===== src/rtl/rr_arbiter_2to1_pkg.sv =====
// Shared types and grant-decision helper for the two-input round-robin arbiter.
// Both the arbiter and anything that decodes its source field import this package.
package rr_arbiter_2to1_types;

    typedef enum logic {
        ST_READ  = 1'b0,
        ST_WRITE = 1'b1
    } state_e;

    localparam logic SRC_A = 1'b0;
    localparam logic SRC_B = 1'b1;

    localparam int unsigned DATA_W = 32;

    // A lone requester always wins; on a tie the requester named by prio wins.
    function automatic logic pick_src(
        input logic a_req,
        input logic b_req,
        input logic prio
    );
        logic src;
        src = SRC_A;
        if (a_req && b_req) begin
            src = prio;
        end else if (b_req) begin
            src = SRC_B;
        end else begin
            src = SRC_A;
        end
        return src;
    endfunction

endpackage


===== src/rtl/rr_arbiter_2to1.sv =====
// Two-producer, one-consumer round-robin arbiter with a one-word holding register.
// All outputs are registered. A word is accepted in ST_READ and presented in ST_WRITE.
module rr_arbiter_2to1
    import rr_arbiter_2to1_types::*;
#(
    parameter logic FIRST_PRIO = 1'b0
) (
    input  logic              clk,
    input  logic              rst,
    input  logic [DATA_W-1:0] a_in,
    input  logic              a_in_sync,
    output logic              a_in_notify,
    input  logic [DATA_W-1:0] b_in,
    input  logic              b_in_sync,
    output logic              b_in_notify,
    output logic [DATA_W-1:0] out,
    input  logic              out_sync,
    output logic              out_notify,
    output logic              src_out,
    output logic              src_out_notify
);

    state_e            state_q;
    logic              prio_q;
    logic              a_notify_q;
    logic              b_notify_q;
    logic              out_notify_q;
    logic              src_notify_q;
    logic [DATA_W-1:0] out_q;
    logic              src_q;

    // Qualified requests: a sync counts only while its notify is high.
    logic a_req;
    logic b_req;
    logic grant_valid;
    logic grant_src;
    logic out_xfer;

    always_comb begin
        a_req       = a_in_sync && a_notify_q;
        b_req       = b_in_sync && b_notify_q;
        grant_valid = a_req || b_req;
        grant_src   = pick_src(a_req, b_req, prio_q);
        out_xfer    = out_sync && out_notify_q;
    end

    always_ff @(posedge clk) begin
        if (rst) begin
            state_q      <= ST_READ;
            prio_q       <= FIRST_PRIO;
            a_notify_q   <= 1'b1;
            b_notify_q   <= 1'b1;
            out_notify_q <= 1'b0;
            src_notify_q <= 1'b0;
            out_q        <= '0;
            src_q        <= SRC_A;
        end else begin
            src_notify_q <= 1'b0;
            case (state_q)
                ST_READ: begin
                    if (grant_valid) begin
                        out_q        <= (grant_src == SRC_B) ? b_in : a_in;
                        src_q        <= grant_src;
                        prio_q       <= ~grant_src;
                        state_q      <= ST_WRITE;
                        a_notify_q   <= 1'b0;
                        b_notify_q   <= 1'b0;
                        out_notify_q <= 1'b1;
                        src_notify_q <= 1'b1;
                    end
                end
                ST_WRITE: begin
                    if (out_xfer) begin
                        state_q      <= ST_READ;
                        a_notify_q   <= 1'b1;
                        b_notify_q   <= 1'b1;
                        out_notify_q <= 1'b0;
                    end
                end
                default: begin
                    state_q      <= ST_READ;
                    a_notify_q   <= 1'b1;
                    b_notify_q   <= 1'b1;
                    out_notify_q <= 1'b0;
                end
            endcase
        end
    end

    assign a_in_notify    = a_notify_q;
    assign b_in_notify    = b_notify_q;
    assign out            = out_q;
    assign out_notify     = out_notify_q;
    assign src_out        = src_q;
    assign src_out_notify = src_notify_q;

endmodule

===== config.mk =====
export PLATFORM = sky130hd
export DESIGN_NAME = rr_arbiter_2to1
export DESIGN_NICKNAME = d
export VERILOG_FILES = /design/src/rtl/rr_arbiter_2to1_pkg.sv /design/src/rtl/rr_arbiter_2to1.sv
export SDC_FILE = /design/constraint.sdc
export NUM_CORES = 1
export LEC_CHECK = 0
export CAP_MARGIN = 25
export CORE_AREA = 2 2 71 73
export DETAILED_ROUTE_END_ITERATION = 16
export DIE_AREA = 0 0 73 75
export PLACE_DENSITY = 0.86
export SLEW_MARGIN = 20
export SYNTH_ARGS = -nofsm -noshare
export SYNTH_HDL_FRONTEND = slang
export SYNTH_SLANG_ARGS = --single-unit
export TNS_END_PERCENT = 100

===== constraint.sdc =====
create_clock -name clk -period 2.7 [get_ports clk]
set_clock_uncertainty 0.15 [all_clocks]
set_input_delay 0.54 -clock clk [delete_from_list [all_inputs] [get_ports clk]]
set_output_delay 0.54 -clock clk [all_outputs]
set_load 0.05 [all_outputs]

==> results.json, run 1 <==
{
  "hold_violations": 0,
  "hpwl_um": 4260,
  "diodes": 0,
  "intPower_uw": 1120,
  "routedWlPerCell_um": 16.4,
  "fin_crit_sh": 0.846,
  "fin_area_sq_mm": 0.00297,
  "cts-root-to-sink-buffers": 2,
  "coreArea_sq_mm": 0.00466,
  "post-route-drc-count": 0,
  "synth.largest_area_cell": "dfxtp_1",
  "detailedRoute.firstPassIterationCount": 4,
  "finalCriticalPeriod_ns": 2.28,
  "yosysUniqueCellTypes": 23,
  "drt-initial-drc-count": 153,
  "ys_top_cells_by_area": "dfxtp_1 (42%), nand4_1 (11%), o21ai_0 (8.9%)",
  "synth_top_family_by_area": "compound AO/OA/AOI/OAI gates",
  "fin_setup_tns_ns": 0,
  "crit_fanout": 7,
  "finalSetupViolCount": 0,
  "gp_congestion": 0.830,
  "synthSimpleGateAreaFrac": 0.206,
  "crit_family": "buffers and inverters",
  "sw_frac_of_total": 0.375,
  "cts.root.buffer_cell": "clkbuf_8",
  "grt_pass1_vias": 1970,
  "synth_xor_area_frac": 0,
  "rows": 25,
  "drt-vias-per-instance": 5.88,
  "critical_path_class": "reg2out",
  "avgSynthCellArea_sq_um": 8.22,
  "pin_count": 106,
  "drt_wl_total_um": 6050,
  "grt_first_pass_wirelength_um": 9470,
  "nFillCells": 422,
  "r2r_setup_slack_ns": 0.97,
  "antenna_found_initial": 0,
  "ctsHoldBuffers": 0,
  "cts_tree": "built",
  "status": "complete, no violations",
  "grt_overflow": 0,
  "final_core_util": 0.638,
  "endpoint_kind": "output pin",
  "cts_num_sinks": 38,
  "ys_seq_area_frac": 0.421,
  "cpPeakStageDelay_ns": 0.86,
  "maxCapViolations": 0,
  "ir_worst_vdd_mv": 0.304,
  "synth-compound-area-share": 0.290,
  "cts_max_level": 2,
  "die_area_sq_mm": 0.00548,
  "crit_chain": "clkdlybuf4s50_1",
  "rsz0062_at_grt": "no",
  "critPathLaunchType": "flop",
  "die_h_um": 75,
  "pwr-share-seq": 0.374,
  "initial_core_util": 0.388,
  "finish.net_count": 382,
  "critical_path_arrival_ns": 1.59,
  "synth_adder_area_share": 0,
  "crit_buf_inv": 1,
  "p_leak_uw": 0.00101,
  "p_switching_uw": 671,
  "clkTransAtPathRegs_ns": 0.07,
  "clock.fmax_mhz": 438,
  "yosys_warnings": 0,
  "vias": 2164,
  "post_cts_resized": 0,
  "cts_setup_buffers": 0,
  "p_clk_frac": 0.222,
  "powerDensity_mw_per_mm2": 602,
  "portBuffers": 105,
  "cts_made_buffers": 5,
  "ant_nets": 0,
  "grt_max_degree": 38,
  "required_ns": 2.01,
  "hold_class": "reg2reg",
  "dpl_cell_area_sq_mm": 0.00288,
  "drive_gt1_frac": 0.0669,
  "synth_top_area_share": 0.421,
  "grt_use_total": 0.221,
  "worst_slew_pin_slew_ns": 0.590,
  "cp_slowest_cell": "clkdlybuf4s50_1",
  "synth-seq-cells": 38,
  "slew_headroom": 0.607,
  "mappedNetlistNets": 289,
  "die_w_um": 73,
  "clock_latency_ns": 0.28,
  "synthCells": 220,
  "synthesis.area_sq_mm": 0.00181,
  "drv_slew": 0,
  "combPwrFrac": 0.404,
  "synthMuxAreaShare": 0,
  "syn2layout_area_growth_pct": 64.4
}
## cells in the final DEF, fill, tap and decap left out
cell	Yosys	layout
a21oi_1	18	18
a311oi_1	16	16
a31oi_1	17	17
and2_1	1	1
buf_12	0	1
buf_4	4	10
clkbuf_1	9	1
clkbuf_8	0	6
clkdlybuf4s50_1	0	105
clkinv_2	0	1
dfxtp_1	38	38
inv_1	1	1
nand2_1	6	6
nand2b_1	2	2
nand3_1	17	17
nand4_1	32	32
nor2_1	1	1
nor2_4	2	2
nor2b_1	2	1
nor2b_4	0	1
o211a_1	1	1
o21a_1	1	1
o21ai_0	32	32
o21ai_1	2	2
or2_1	1	1
## cells in the mapped netlist, drive strengths merged
cell type and instances:
o211a 1, nor2b 2, nand2b 2, o21a 1
a21oi 18, nand4 32, clkbuf 11, a31oi 17
and2 1, nand2 6, nand3 17, or2 1
o21ai 34, dfxtp 38, nor2 3, inv 1
buf 19, a311oi 16
## state kept, by name, indices dropped and copies added (netlist names)
signal          cells
src_out_notify      1
state_q             1
out_notify          1
out                32
src_out             1
prio_q              1
b_in_notify         1
## final cells by class
class,instances,area (sq um),area share
timing repair buffer,116,1150,0.386
clock buffer,7,86.3,0.0290
sequential,38,761,0.256
tap,54,67.6,0.0227
clock inverter,1,5.00,0.00168
multi-input combinational,151,903,0.304
inverter,1,3.75,0.00126
## power groups by stage
stage               combinational, uW  clock (uW)  sequential (uW)
floorplan                         230           0              888
global placement                  716           0              679
detailed placement                723           0              681
CTS                               726         403              669
global route                      768         425              677
finish                            723         397              670
## final timing paths
path               start     endpoint  cells past startpoint
min              src_out      src_out                      2
max          b_in_notify  b_in_notify                      1
max reg2reg  b_in_notify       out[5]                      4
min reg2reg      src_out      src_out                      2
## cell families after synthesis
family	after synthesis
flip-flops	38
AO/OA/AOI/OAI	87
AND/OR/NAND/NOR	64
buffers and inverters	31
## stage by stage
stage	setup WS, ns	std cells	hold slack, ns	total power [uW]
finish	0.415	368	0.349	1790
global route	0.343	368	0.368	1870
CTS	0.398	368	0.353	1800
detailed placement	0.386	360	0.337	1400
global placement	0.428	360	0.322	1400
floorplan	0.967	220	0.318	1120
## per-layer routing
layer | track usage | vias to the layer above | share of wire
li1 | - | 1038 | -
met1 | 0.264 | 1008 | 0.41
met2 | 0.389 | 109 | 0.49
met3 | 0.0562 | 9 | 0.086
met4 | 0.0720 | 0 | 0.0094
met5 | 0 | - | 0
(Power assumes the default switching activity.)
==> run 2: changes to the inputs <==
- CORE_AREA: 2 2 71 73 -> 2 2 72 74
- DIE_AREA: 0 0 73 75 -> 0 0 74 76
- PLACE_DENSITY: 0.86 -> 0.84
- clock period: 2.7 -> 2.3 ns (I/O delays scaled with it)
==> run 2 against run 1 <==
Combinational power is 20% higher. Hold slack got worse by 0.019 ns. Clock power rose by 77%. Sequential power grew 17%. Final cell count increased by 4.9%. Highest routed layer unchanged. Global-route usage is 0.37 points lower. Clock-buffer cell count shrank 1. Final area rose by 3.8%. Critical path depth stayed put. First-iteration DRC count rose by 27%. Largest cell class unchanged. Die area increased by 2.7%.
==> results.json, run 2 (synthesis gave the netlist of run 1 again) <==
{
  "powerDensity_mw_per_mm2": 763,
  "pwr-share-seq": 0.333,
  "p_switching_uw": 810,
  "hold_class": "reg2reg",
  "p_leak_uw": 0.00106,
  "drt-vias-per-instance": 5.64,
  "r2r_setup_slack_ns": 0.55,
  "final_cell_mix": "clkdlybuf4s50_1 (104), dfxtp_1 (38), nand4_1 (32), o21ai_0 (32), a21oi_1 (18)",
  "coreArea_sq_mm": 0.00491,
  "regArea_sq_um": 761,
  "hold_violations": 0,
  "fin_setup_tns_ns": 0,
  "syn2layout_area_growth_pct": 70.7,
  "pin_count": 106,
  "endpoint_kind": "output pin",
  "critical_path_class": "reg2out",
  "drv_slew": 0,
  "portBuffers": 105,
  "finalCriticalPeriod_ns": 2.22,
  "crit_fanout": 7,
  "critical_path_arrival_ns": 1.61,
  "diodes": 0,
  "crit_chain": "clkdlybuf4s50_1",
  "cts_max_level": 2,
  "status": "complete, no violations",
  "die_w_um": 74,
  "drt-initial-drc-count": 194,
  "nFillCells": 414,
  "rows": 26,
  "worst_slew_pin_slew_ns": 0.590,
  "cts_made_buffers": 5,
  "clock.fmax_mhz": 451,
  "cpPeakStageDelay_ns": 0.85,
  "p_clk_frac": 0.298,
  "maxCapViolations": 0,
  "rsz0062_at_grt": "no",
  "required_ns": 1.69,
  "ant_nets": 0,
  "gp_congestion": 0.739,
  "crit_family": "buffers and inverters",
  "fin_crit_sh": 0.965,
  "final_core_util": 0.628,
  "detailedRoute.firstPassIterationCount": 4,
  "die_h_um": 76,
  "slew_headroom": 0.607,
  "clkTransAtPathRegs_ns": 0.08,
  "cts_num_sinks": 38,
  "holdWs_ns": 0.330,
  "hpwl_um": 4260,
  "clock_latency_ns": 0.29,
  "ir_worst_vdd_mv": 0.383,
  "die_area_sq_mm": 0.00562,
  "critPathLaunchType": "flop",
  "cts-root-to-sink-buffers": 2,
  "routedWlPerCell_um": 16.0,
  "grt_overflow": 0,
  "initial_core_util": 0.368,
  "drive_gt1_frac": 0.0759,
  "intPower_uw": 1540,
  "grt_use_total": 0.217,
  "ctsHoldBuffers": 0,
  "vias": 2177,
  "grt_first_pass_wirelength_um": 9850,
  "finalSetupViolCount": 0,
  "grt_pass1_vias": 2075,
  "drt_wl_total_um": 6200,
  "multiInputGateArea_sq_um": 903,
  "finish.net_count": 384,
  "combPwrFrac": 0.369,
  "final_common_cell": "clkdlybuf4s50_1",
  "crit_buf_inv": 1,
  "sw_frac_of_total": 0.344,
  "post-route-drc-count": 0,
  "cp_slowest_cell": "clkdlybuf4s50_1",
  "cts.root.buffer_cell": "clkbuf_8",
  "cts_tree": "built",
  "grt_max_degree": 38,
  "largest_reg_flops": 32,
  "antenna_found_initial": 0
}
==> run 2: changes by cell type in the layout (fill, tap and decap cells not counted) <==
cell and delta:
dlymetal6s2s_1 +1, clkbuf_1 -1, clkdlybuf4s50_1 -1, clkinv_2 -1, bufinv_16 +2, buf_12 +2
==> run 2: layout make-up <==
| class | instances | area share |
|---|---|---|
| clock buffer | 6 | 0.0268 |
| clock inverter | 2 | 0.0195 |
| tap | 70 | 0.0284 |
| inverter | 1 | 0.00122 |
| timing repair buffer | 118 | 0.385 |
| sequential | 38 | 0.246 |
| multi-input combinational | 151 | 0.293 |
==> run 2: path summary, 6_finish.rpt <==
path / to / depth (start not counted) / startpoint
setup / recovery: b_in_notify / 1 / b_in_notify
hold / removal: src_out / 2 / src_out
setup reg to reg: out[18] / 4 / b_in_notify
hold reg to reg: src_out / 2 / src_out
==> run 2: timing repair <==
item,in CTS,in global routing
endpoints found under the setup margin,0,1
resized for setup,0,1
buffers inserted,0,0
==> run 2: metal layers <==
metal  track usage  wire length, um  part of all wire  up-vias
met3        0.0675              586             0.095        4
met1         0.280             2570              0.42     1019
met2         0.357             3010              0.49      102
met5             0                0                 0        -
li1              -                -                 -     1052
met4        0.0418               25            0.0040        0
==> run 2: per-stage QoR <==
stage	cells	setup WS, ns	power (uW)	area, sq um
after floorplan	220	0.567	1310	1810
after global placement	378	0.142	1650	2940
after detailed placement	378	0.0815	1660	2940
after CTS	386	0.0541	2360	3080
after global routing	386	0.00883	2450	3090
final	386	0.0813	2350	3090
==> run 2: power by group through the flow <==
stage          registers, uW  logic [uW]  clock network [uW]
2_1_floorplan           1040         270                   0
3_3_place_gp             797         854                   0
3_5_place_dp             797         867                   0
4_1_cts                  783         869                 712
5_1_grt                  792         921                 739
6_report                 783         869                 702
